**config.mk**
```make
export PLATFORM = sky130hd
export DESIGN_NAME = region_dispatch
export DESIGN_NICKNAME = d
export VERILOG_FILES = /design/src/rtl/lb_pkg.sv /design/src/rtl/region_queue.sv /design/src/rtl/region_dispatch.sv
export SDC_FILE = /design/constraint.sdc
export NUM_CORES = 1
export LEC_CHECK = 0
export CORE_MARGIN = 2
export CORE_UTILIZATION = 45
export DETAILED_ROUTE_END_ITERATION = 8
export PLACE_DENSITY_LB_ADDON = 0.05
export SYNTH_ARGS = -nofsm -noshare
export SYNTH_HDL_FRONTEND = slang
export SYNTH_SLANG_ARGS = --single-unit
```
**constraint.sdc**
```tcl
create_clock -name aclk -period 2.92 [get_ports aclk]
set_input_delay 0.584 -clock aclk [delete_from_list [all_inputs] [get_ports aclk]]
set_output_delay 0.584 -clock aclk [all_outputs]
set_load 0.005 [all_outputs]
```
**src/rtl/lb_pkg.sv**
```systemverilog
// Shared widths and types for the load balancer and its region-side dispatch.
// Stats fields are {oid, load} with a saturating load so a full queue still fits the field.
package lb_pkg;
   localparam int HTTP_META_WIDTH   = 8;
   localparam int OPERATOR_ID_WIDTH = 2;
   localparam int N_REGIONS         = 4;
   localparam int QDEPTH            = 4;
   localparam int PNTR_BITS         = $clog2(QDEPTH);
   localparam int REGION_BITS       = $clog2(N_REGIONS);

   typedef logic [REGION_BITS-1:0] region_idx_t;

   typedef struct packed {
      logic [OPERATOR_ID_WIDTH-1:0] oid;
      logic [PNTR_BITS-1:0]         load;
   } stats_field_t;

   localparam int FIELD_W = $bits(stats_field_t);

   // Count reaches 2^PNTR_BITS only when full, so its top bit alone marks saturation.
   function automatic logic [PNTR_BITS-1:0] load_sat(input logic [PNTR_BITS:0] count);
      return count[PNTR_BITS] ? '1 : count[PNTR_BITS-1:0];
   endfunction
endpackage

```
**src/rtl/region_queue.sv**
```systemverilog
// Single-clock FIFO with occupancy count; head data is visible the cycle after the push edge.
// Pushes while full and pops while empty are ignored; push and pop together keep the count.
module region_queue #(
   parameter  int W     = 8,
   parameter  int DEPTH = 4,
   localparam int PB    = $clog2(DEPTH)
) (
   input  logic          clk,
   input  logic          rst,
   input  logic          push,
   input  logic          pop,
   input  logic [W-1:0]  wdata,
   output logic [W-1:0]  head_data,
   output logic [PB:0]   count,
   output logic          full,
   output logic          empty
);
   localparam logic [PB:0]   FULL_CNT = (PB+1)'(DEPTH);
   localparam logic [PB:0]   CNT_ONE  = (PB+1)'(1);
   localparam logic [PB-1:0] PTR_ONE  = PB'(1);

   logic [W-1:0]  mem [DEPTH];
   logic [PB-1:0] wr_ptr;
   logic [PB-1:0] rd_ptr;
   logic          do_push;
   logic          do_pop;

   assign full    = (count == FULL_CNT);
   assign empty   = (count == '0);
   assign do_push = push && !full;
   assign do_pop  = pop && !empty;

   // Head is forced to zero when empty so stale storage never leaks onto the bus.
   assign head_data = empty ? '0 : mem[rd_ptr];

   always_ff @(posedge clk or posedge rst) begin
      if (rst) begin
         wr_ptr <= '0;
         rd_ptr <= '0;
         count  <= '0;
      end else begin
         if (do_push) wr_ptr <= wr_ptr + PTR_ONE;
         if (do_pop)  rd_ptr <= rd_ptr + PTR_ONE;
         case ({do_push, do_pop})
            2'b10:   count <= count + CNT_ONE;
            2'b01:   count <= count - CNT_ONE;
            default: count <= count;
         endcase
      end
   end

   always_ff @(posedge clk) begin
      if (do_push) mem[wr_ptr] <= wdata;
   end
endmodule

```
**src/rtl/region_dispatch.sv**
```systemverilog
// Demuxes balancer beats into per-region queues, drains them per region, reports {oid, load} stats.
// Zero added latency to region head; ingress stalls only when the addressed queue is full.
module region_dispatch
   import lb_pkg::*;
(
   input  logic                                  aclk,
   input  logic                                  areset,
   input  logic                                  meta_in_tvalid,
   output logic                                  meta_in_tready,
   input  logic [HTTP_META_WIDTH-1:0]            meta_in_tdata,
   input  logic [REGION_BITS-1:0]                lb_ctrl,
   output logic [N_REGIONS-1:0]                  region_tvalid,
   input  logic [N_REGIONS-1:0]                  region_tready,
   output logic [N_REGIONS*HTTP_META_WIDTH-1:0]  region_tdata,
   input  logic                                  cfg_valid,
   output logic                                  cfg_ready,
   input  logic [REGION_BITS-1:0]                cfg_region,
   input  logic [OPERATOR_ID_WIDTH-1:0]          cfg_oid,
   output logic [N_REGIONS*FIELD_W-1:0]          region_stats_out
);
   logic [N_REGIONS-1:0] full;
   logic [N_REGIONS-1:0] empty;
   logic [N_REGIONS-1:0] push;
   logic [N_REGIONS-1:0] pop;
   logic                 cfg_fire;

   assign meta_in_tready = ~full[lb_ctrl];
   // Operator ids only change on a drained region so no queued beat is reattributed.
   assign cfg_ready      = empty[cfg_region];
   assign cfg_fire       = cfg_valid && cfg_ready;

   for (genvar i = 0; i < N_REGIONS; i++) begin : g_region
      logic [PNTR_BITS:0]           count;
      logic [OPERATOR_ID_WIDTH-1:0] oid;
      stats_field_t                 field;

      assign push[i] = meta_in_tvalid && meta_in_tready && (lb_ctrl == region_idx_t'(i));
      assign pop[i]  = region_tready[i] && !empty[i];

      region_queue #(
         .W     (HTTP_META_WIDTH),
         .DEPTH (QDEPTH)
      ) u_queue (
         .clk       (aclk),
         .rst       (areset),
         .push      (push[i]),
         .pop       (pop[i]),
         .wdata     (meta_in_tdata),
         .head_data (region_tdata[i*HTTP_META_WIDTH +: HTTP_META_WIDTH]),
         .count     (count),
         .full      (full[i]),
         .empty     (empty[i])
      );

      assign region_tvalid[i] = ~empty[i];

      always_ff @(posedge aclk or posedge areset) begin
         if (areset) begin
            oid <= '0;
         end else if (cfg_fire && (cfg_region == region_idx_t'(i))) begin
            oid <= cfg_oid;
         end
      end

      assign field.oid  = oid;
      assign field.load = load_sat(count);
      assign region_stats_out[i*FIELD_W +: FIELD_W] = field;
   end
endmodule
```
# Word-level counts from Yosys, hierarchy flattened
# Memory sizes are Yosys's and may differ from the RTL's.
# Cells that the tools add are included.
[totals] n_memories=4 wordCells=125 ramBits=128 output_inout_bits=54 in_bits=22 reg_bits=36
[classes] addsub=16 muxes=24 bitwise_logic=5 order_cmp=2 reduce_logical=40 eq_ne=18
[mem_list] memory="g_region[0].u_queue.mem" words=4 word_bits=8 rd=1 rd_clocked_by_memory_dff=0 wr=1 line_no="region_queue.sv:22" source="logic [W-1:0] mem [DEPTH];"
[mem_list] memory="g_region[1].u_queue.mem" words=4 word_bits=8 rd=1 rd_clocked_by_memory_dff=0 wr=1 line_no="region_queue.sv:22"
[mem_list] memory="g_region[2].u_queue.mem" words=4 word_bits=8 rd=1 rd_clocked_by_memory_dff=0 wr=1 line_no="region_queue.sv:22"
[mem_list] memory="g_region[3].u_queue.mem" words=4 word_bits=8 rd=1 rd_clocked_by_memory_dff=0 wr=1 line_no="region_queue.sv:22"
[ops] operator="$mux W8" count=4
[ops] operator="$pmux W3 S2" count=4
[ops] operator="$logic_and A1 B1 Y1" count=22
[ops] operator="$add A2 B1 Y2 const B" count=8
[ops] operator="$eq A2 B2 Y1 const B" count=8
[ops] operator="$add A3 B1 Y3 const B" count=4
[ops] operator="$eq A2 B1 Y1 const B" count=6
[ops] operator="$eq A3 B3 Y1 const B" count=4
[ops] operator="$logic_not A3 Y1" count=4
[ops] operator="$sub A3 B1 Y3 const B" count=4
[ops] operator="$mux W1" count=10
[ops] operator="$logic_not A1 Y1" count=8
[ops] operator="$mux W2" count=4
[ops] operator="$reduce_bool A2 Y1" count=4
[ops] operator="$lt A2 B3 Y1 const B" count=2
[ops] operator="$not A1 Y1" count=5
[ops] operator="$bmux W1 S2" count=2
[ops] operator="$logic_not A2 Y1" count=2

# Logic depth before layout (Yosys ltp)
# Gate-level depths: netlist (run 1).
[logic_depth] ltp_word=9 ltp_mapped=11 mapped_depth_nobuf=10

# By module
# A second synthesis (run 1) with hierarchy kept.
[unflattened] cells_unflattened=405 hier_area_um2=7153.1
[modules_own_cells] mod="region_queue" seq_area_each_um2=1136.1 n_inst=4 cells_per_inst=90 area_per_inst_um2=1660.3
[modules_own_cells] mod="region_dispatch" seq_area_each_um2=200.2 n_inst=1 cells_per_inst=45 area_per_inst_um2=511.7

# Worst setup path before layout (run 1)
# Ideal clock, no wire load.
[synth_path] path_type="input -> register" from="in lb_ctrl[0]" to="reg g_region[1].u_queue.count[2]" setup_time_ps=79 arrival_time_ps=1922 slack_ps=919 path_stages=9 path_cell_list="and4b_1 > clkbuf_1 > inv_1 > ha_1 > inv_1 > fa_1 > xor2_1 > nor2_1 > xor2_1"
[synth_between] elab_chain_cells=8 elab_cells_between_ends=11 classes_between="eq/ne: 3; mux: 3; bitwise: 1; reduce/logical: 4"
[synth_rtl] element="from (decl)" line_no="region_dispatch.sv:11" source="input logic [REGION_BITS-1:0] lb_ctrl,"
[synth_rtl] element="$bmux W1 S2" line_no="region_dispatch.sv:27" source="assign meta_in_tready = ~full[lb_ctrl];"
[synth_rtl] element="$mux W1 (implied by the code)" line_no="region_dispatch.sv:27"
[synth_rtl] element="$not A1 Y1" line_no="region_dispatch.sv:27"
[synth_rtl] element="$logic_and A1 B1 Y1" line_no="region_dispatch.sv:37" source="assign push[i] = meta_in_tvalid && meta_in_tready && (lb_ctrl == region_idx_t'(i));"
[synth_rtl] element="$logic_and A1 B1 Y1 *" line_no="region_dispatch.sv:37"
[synth_rtl] element="$logic_and A1 B1 Y1 *" line_no="region_queue.sv:30" source="assign do_push = push && !full;"
[synth_rtl] element="$eq A2 B1 Y1 / $eq A2 B2 Y1 (equally long branches)" line_no="region_queue.sv:44" source="case ({do_push, do_pop})"
[synth_rtl] element="$pmux W3 S2 / $reduce_bool A2 Y1 (equally long branches)"
[synth_rtl] element="to (signal assigned)" line_no="region_queue.sv:45" source="2'b10: count <= count + CNT_ONE;"
[synth_rtl] element="to (signal assigned)" line_no="region_queue.sv:46" source="2'b01: count <= count - CNT_ONE;"
[synth_rtl] element="to (signal assigned)" line_no="region_queue.sv:47" source="default: count <= count;"
[synth_rtl] element="to (decl)" line_no="region_queue.sv:14" source="output logic [PB:0] count,"
# Mark *: on every way between the ends. The rest lies on a longest branch, timed or not. The select of a mux whose other input is x is not followed.
# A chain may end at the register's enable or synchronous reset.

# Worst setup path in the final report (run 1)
[layout_path] from="in cfg_region[1]" to="out cfg_ready"
[layout_between] elab_chain_cells=2
[layout_rtl] element="from (decl)" line_no="region_dispatch.sv:17" source="input logic [REGION_BITS-1:0] cfg_region,"
[layout_rtl] element="$bmux W1 S2" line_no="region_dispatch.sv:29" source="assign cfg_ready = empty[cfg_region];"
[layout_rtl] element="$mux W1 (implied by the code)" line_no="region_dispatch.sv:29"
[layout_rtl] element="to (decl)" line_no="region_dispatch.sv:16" source="output logic cfg_ready,"
# No other way between the ends. The select of a mux whose other input is x is not followed.

==> results.json, run 1 <==
{
  "syn_to_final_growth_pct": 22.9,
  "seq_area_frac_synth_pct": 68.4,
  "use_met3_pct": 3.76,
  "grtUsageTotal_pct": 17.7,
  "outcome": "finished, final reports clean",
  "worstHoldEndpoint": "g_region[1].oid[1]$_DFFE_PP0P_",
  "fin_crit_ns": 2.79,
  "setup-tns-final_ns": 0,
  "synth_compound_area_share_pct": 0.0722,
  "period_share_pct": 95.7,
  "ys_ff_latch": 164,
  "yosys.area.top_type": "edfxtp_1",
  "setup.worst_path.class": "primary input to primary output",
  "yosysWarnings": 0,
  "synthTopCellsByArea": "edfxtp_1, dfrtp_1, mux4_2, and2_1, ha_1",
  "final_util_pct": 56.3,
  "synth_cell_type_count": 26,
  "cts_sinks": 164,
  "port_buffers": 75,
  "clk_latency_ns": 0.42,
  "reg2reg_from": "g_region[1].u_queue.count[0]$_DFFE_PP0P_",
  "power_switching_share_pct": 28.0,
  "pwr-share-clk_pct": 26.1,
  "ir_drop_mv": 0.415,
  "hp-class": "register to register",
  "fin_ws_ns": 0.127,
  "pin_count": 76,
  "p_leak_nw": 3.08,
  "top_usage_layer": "met2",
  "grt_use_met1_pct": 24.3,
  "min_from": "g_region[1].oid[1]$_DFFE_PP0P_",
  "start_util_pct": 45.8,
  "slew_violations": 0,
  "synth_area_um2": 6940,
  "dp_hpwl_um": 8720,
  "holdWs_ns": 0.514,
  "syn-mean-instance-area_um2": 17.8,
  "synthAdderAreaFrac_pct": 4.76,
  "worstSetupEndpointType": "primary output",
  "rr_endpoint": "g_region[1].u_queue.count[1]$_DFFE_PP0P_",
  "finalHoldViolCount": 0,
  "rsz0062_at_grt": "no",
  "crit_arrival_ns": 2.21,
  "dr_total_vias": 3478,
  "mostFrequentLayoutCells": "edfxtp_1, clkdlybuf4s50_1, and2_1, dfrtp_1, mux4_2",
  "met2_usage_pct": 27.9,
  "cts_tree": "yes",
  "grt_pass1_wl_um": 20700,
  "setup_viol": 0,
  "powerDensity_nw_per_um2": 970,
  "preCtsSetupSlack_ns": 0.127,
  "syn_inst": 389,
  "insertedDiodeCount": 0,
  "comb_power_share_pct": 35.0,
  "ant_nets": 0,
  "crit_required_ns": 2.34,
  "syn_nets": 435,
  "p_int_mw": 5.96,
  "synth-simple-area-share_pct": 7.76,
  "firstDrtPassIters": 4,
  "antenna_found_initial": 0,
  "final_common_cell": "edfxtp_1",
  "drc": 0,
  "totalWireLength_um": 13500,
  "gp_congestion": 0.762,
  "worstMarginPinSlew_ns": 0.716,
  "cap_viol_max_count": 0,
  "coreArea_um2": 15100,
  "path_clk_slew_ns": 0.06,
  "ff2ff_setup_slack_ns": 0.66,
  "path_max_fanout": 5,
  "dieArea_um2": 16400,
  "power_frac_seq_pct": 38.9,
  "clk_path_buf_depth": 2,
  "synth_top_family_by_area": "multiplexers",
  "skew_ns": 0.00722,
  "die_y_um": 128,
  "cts_setup_buffers": 0,
  "start_kind": "primary input",
  "grt_max_degree": 37,
  "rows": 45,
  "synth.top_cell.area_share_pct": 55.4,
  "wire_per_inst_um": 19.7,
  "fp.dieW_um": 128,
  "max_slew_margin_pct": 52.1,
  "r2r_cells": 7,
  "layout.nets": 527,
  "synth_xor_area_share_pct": 3.03,
  "routed_via_density": 5.10,
  "overflow": 0,
  "drt_iter0_markers": 167,
  "clk_root_buffer_cell": "clkbuf_16",
  "holdPathStages": 1,
  "grt_pass1_vias": 3628,
  "fmax_mhz": 358,
  "power_mw": 8.27,
  "muxShareOfSynthArea_pct": 13.7,
  "cts_made_buffers": 17,
  "switchingPower_mw": 2.31,
  "htreeDepth": 4,
  "drive_above_1_share_pct": 19.0
}
[worst max-delay path: stages]
cell and delay, ns:
clkdlybuf4s50_1 0.57, mux4_2 0.59, clkdlybuf4s50_1 0.47
[layer usage]
metal / up-vias / wire length (um) / share of wire, %
li1: 1610 / - / -
met1: 1795 / 6190 / 46
met2: 59 / 6690 / 50
met3: 14 / 386 / 2.9
met4: 0 / 199 / 1.5
met5: - / 0 / 0
[worst max path at each step]
| stage | from | endpoint | slack (ns) | cells past startpoint |
|---|---|---|---|---|
| finish | cfg_region[1] | cfg_ready | 0.13 | 3 |
| global route | g_region[3].u_queue.count[0]$_DFFE_PP0P_ | region_tdata[27] | 0.06 | 4 |
| global placement | cfg_region[1] | cfg_ready | 0.16 | 3 |
| CTS | g_region[0].u_queue.count[2]$_DFFE_PP0P_ | region_tdata[0] | 0.06 | 4 |
| floorplan | lb_ctrl[0] | g_region[1].u_queue.count[2]$_DFFE_PP0P_ | 0.92 | 9 |
| detailed placement | cfg_region[1] | cfg_ready | 0.13 | 3 |
[cell families after synthesis]
| logic type | Yosys count |
|---|---|
| flip-flops | 164 |
| XOR/XNOR | 24 |
| AND/OR/NAND/NOR | 87 |
| AO/OA/AOI/OAI | 1 |
| buffers and inverters | 40 |
| adder cells (fa/ha/maj) | 24 |
| multiplexers | 49 |
[cells in the mapped netlist]
library cell and count:
edfxtp_1 128, and2_1 52, dfrtp_1 36, mux4_2 34
inv_1 30, ha_1 20, xnor2_1 12, xor2_1 12
or2_2 8, clkbuf_1 6, mux2_2 6, mux2_4 6
nand2_1 6, nor2_1 5, nor3_1 5, buf_2 4
fa_1 4, nand3_1 4, mux2i_1 3, and4b_4 2
and3_1 1, and4_1 1, and4_4 1, and4b_1 1
and4bb_2 1, o21ai_0 1
[state kept, by name (all words and copies together) (netlist names)]
register	count
g_region.u_queue.rd_ptr	8
g_region.u_queue.count	12
g_region.u_queue.wr_ptr	8
g_region.u_queue.mem	128
g_region.oid	8
[cell type report]
class                           instances  area, um2
Fill cell                            1193       6620
Clock buffer                           22        464
Multi-Input combinational cell        185       2050
Inverter                               30        113
Timing Repair Buffer                   83        811
Clock inverter                         10        108
Tap cell                              188        235
Sequential cell                       164       4740
[power by group through the flow]
stage | clock (mW) | combinational (mW) | sequential [mW]
detailed placement | 0 | 2.94 | 3.26
finish | 2.16 | 2.89 | 3.22
floorplan | 0 | 1.71 | 3.09
global placement | 0 | 2.89 | 3.24
global route | 2.31 | 3.21 | 3.27
CTS | 2.20 | 2.96 | 3.22
[stage by stage]
step,instances,area [um2]
finish,682,8520
detailed placement,650,7940
global placement,650,7940
CTS,682,8520
global route,682,8520
floorplan,389,6940
[what timing repair did]
item	CTS	global route
resized for setup	1	1
hold buffers	0	0
setup endpoints to repair	4	8
Power figures use the tool's default switching activity.
==> inputs of run 2 (changes only) <==
--- a/config.mk
+++ b/config.mk
@@ -10,4 +10,5 @@
 export DETAILED_ROUTE_END_ITERATION = 8
 export PLACE_DENSITY_LB_ADDON = 0.05
+export SETUP_SLACK_MARGIN = 0.1
 export SYNTH_ARGS = -nofsm -noshare
 export SYNTH_HDL_FRONTEND = slang
==> constraint.sdc (replaced) <==
create_clock -name aclk -period 2.92 [get_ports aclk]
set_input_delay 0.584 -clock aclk [delete_from_list [all_inputs] [get_ports aclk]]
set_output_delay 0.584 -clock aclk [all_outputs]
set_load 0.02 [all_outputs]
==> results.json, run 2 (synthesized netlist as in run 1, its figures left out) <==
{
  "rsz0062_at_grt": "yes",
  "ir_drop_mv": 0.503,
  "dp_hpwl_um": 8610,
  "dieArea_um2": 16400,
  "cap_viol_max_count": 0,
  "layout.nets": 530,
  "setup_viol": 0,
  "grt_pass1_vias": 3678,
  "period_share_pct": 93.8,
  "crit_arrival_ns": 2.15,
  "cts_sinks": 164,
  "critPathBufInv": 2,
  "die_y_um": 128,
  "path_clk_slew_ns": 0.06,
  "overflow": 0,
  "routed_via_density": 5.10,
  "max_slew_margin_pct": 53.0,
  "coreArea_um2": 15100,
  "drt_iter0_markers": 120,
  "gp_congestion": 0.757,
  "grt_pass1_wl_um": 20700,
  "top_register": "g_region.u_queue.mem",
  "cp_slowest_cell": "clkdlybuf4s50_1",
  "path_max_fanout": 10,
  "setup-tns-final_ns": 0,
  "cts_setup_buffers": 0,
  "syn_to_final_growth_pct": 24.9,
  "antenna_found_initial": 0,
  "hp-class": "register to register",
  "slowest_delay_ns": 0.53,
  "final_common_cell": "edfxtp_1",
  "seqCellArea_um2": 4750,
  "cts_tree": "yes",
  "outcome": "finished, final reports clean",
  "drc": 0,
  "crit_chain": "buf_6 > mux4_2 > and2_1 > clkdlybuf4s50_1",
  "clk_path_buf_depth": 2,
  "powerDensity_nw_per_um2": 1030,
  "slew_violations": 0,
  "totalWireLength_um": 13200,
  "final_util_pct": 57.2,
  "power_mw": 8.93,
  "p_leak_nw": 3.37,
  "ant_nets": 0,
  "start_util_pct": 45.8,
  "dr_total_vias": 3491,
  "setup.worst_path.class": "register to primary output",
  "worstSetupEndpointType": "primary output",
  "cts_made_buffers": 17,
  "grt_max_degree": 37,
  "drive_above_1_share_pct": 21.5,
  "worstMarginPinSlew_ns": 0.703,
  "crit_required_ns": 2.34,
  "start_kind": "register",
  "fillers": 1162,
  "largest_reg_flops": 128,
  "rows": 45,
  "skew_ns": 0.00761,
  "firstDrtPassIters": 4,
  "wire_per_inst_um": 19.3,
  "cp_top_family": "buffers and inverters",
  "htreeDepth": 4,
  "clk_root_buffer_cell": "clkbuf_16",
  "pin_count": 76,
  "finalHoldViolCount": 0,
  "clk_latency_ns": 0.42,
  "insertedDiodeCount": 0,
  "grtUsageTotal_pct": 17.6,
  "port_buffers": 75,
  "fp.dieW_um": 128,
  "multi_input_area_um2": 2060,
  "fmax_mhz": 365,
  "top_regs": "g_region.u_queue.mem x128, g_region.u_queue.count x12",
  "fin_crit_ns": 2.74,
  "mostFrequentLayoutCells": "edfxtp_1, and2_1, clkdlybuf4s50_1, dfrtp_1, mux4_2"
}
run 2: changes by cell type in the layout (fill, tap and decap cells not counted), moves of 2 or more:
cell and change:
clkdlybuf4s50_1 -24, inv_1 -2, clkbuf_1 -3, dlygate4sd2_1 +2
inv_2 +2, clkinv_1 -3, dlymetal6s2s_1 +22, buf_4 +2
inv_6 +4
run 2: per-layer routing:
metal  vias to the layer above  share of wire [%]  GRT usage [%]
met4                         0                1.7           7.30
met1                      1779                 46           24.3
li1                       1622                  -              -
met5                         -                  0              0
met3                        19                3.3           3.67
met2                        71                 49           27.7
run 2: metrics by stage:
stage / setup slack [ns] / area, um2 / std cells / hold slack, ns
floorplan: 0.919 / 6940 / 389 / 0.472
global placement: 0.130 / 7960 / 653 / 0.487
detailed placement: 0.125 / 7960 / 653 / 0.497
CTS: 0.111 / 8590 / 685 / 0.511
global route: 0.0986 / 8660 / 685 / 0.535
finish: 0.181 / 8660 / 685 / 0.507
run 2: where the power goes:
group	switching [mW]	internal (mW)	leakage [nW]	total [mW]
clock	0.916	1.41	0.303	2.32
combinational	1.62	1.75	1.48	3.37
sequential	0.344	2.89	1.58	3.23
run 2: worst paths after layout:
path,startpoint,end,slack [ns],depth (start not counted)
worst max-delay path,g_region[1].u_queue.rd_ptr[0]$_DFFE_PP0P_,region_tdata[12],0.18,4
worst min register to register,g_region[0].oid[1]$_DFFE_PP0P_,g_region[0].oid[1]$_DFFE_PP0P_,0.51,1
max in group asynchronous,areset,g_region[3].u_queue.rd_ptr[1]$_DFFE_PP0P_,1.96,3
worst min-delay path,g_region[0].oid[1]$_DFFE_PP0P_,g_region[0].oid[1]$_DFFE_PP0P_,0.51,1
min in group asynchronous,areset,g_region[3].oid[0]$_DFFE_PP0P_,0.58,3
worst max register to register,g_region[1].u_queue.count[0]$_DFFE_PP0P_,g_region[1].u_queue.count[2]$_DFFE_PP0P_,0.65,10
run 2: final cells by class:
cell class	instances	area share (%)
clock inverters	13	1.96
clock buffers	19	5.23
well taps	188	2.71
flip-flops and latches	164	54.8
repair buffers	86	10.3
inverters	30	1.30
multi-input cells	185	23.8
run 2: worst register-to-register path, stage by stage, from the launching register on:
cell	delay, ns
dfrtp_1	0.40
nor3_1	0.08
buf_4	0.15
inv_1	0.24
and2_1	0.29
ha_1	0.22
inv_1	0.06
fa_1	0.37
xor2_1	0.15
nor2_1	0.10
xor2_1	0.15
run 2: timing repair:
action / 4_1_cts / 5_1_grt
resized for setup: 5 / 27
hold buffers: 0 / 0
endpoints found under the setup margin: 18 / 31
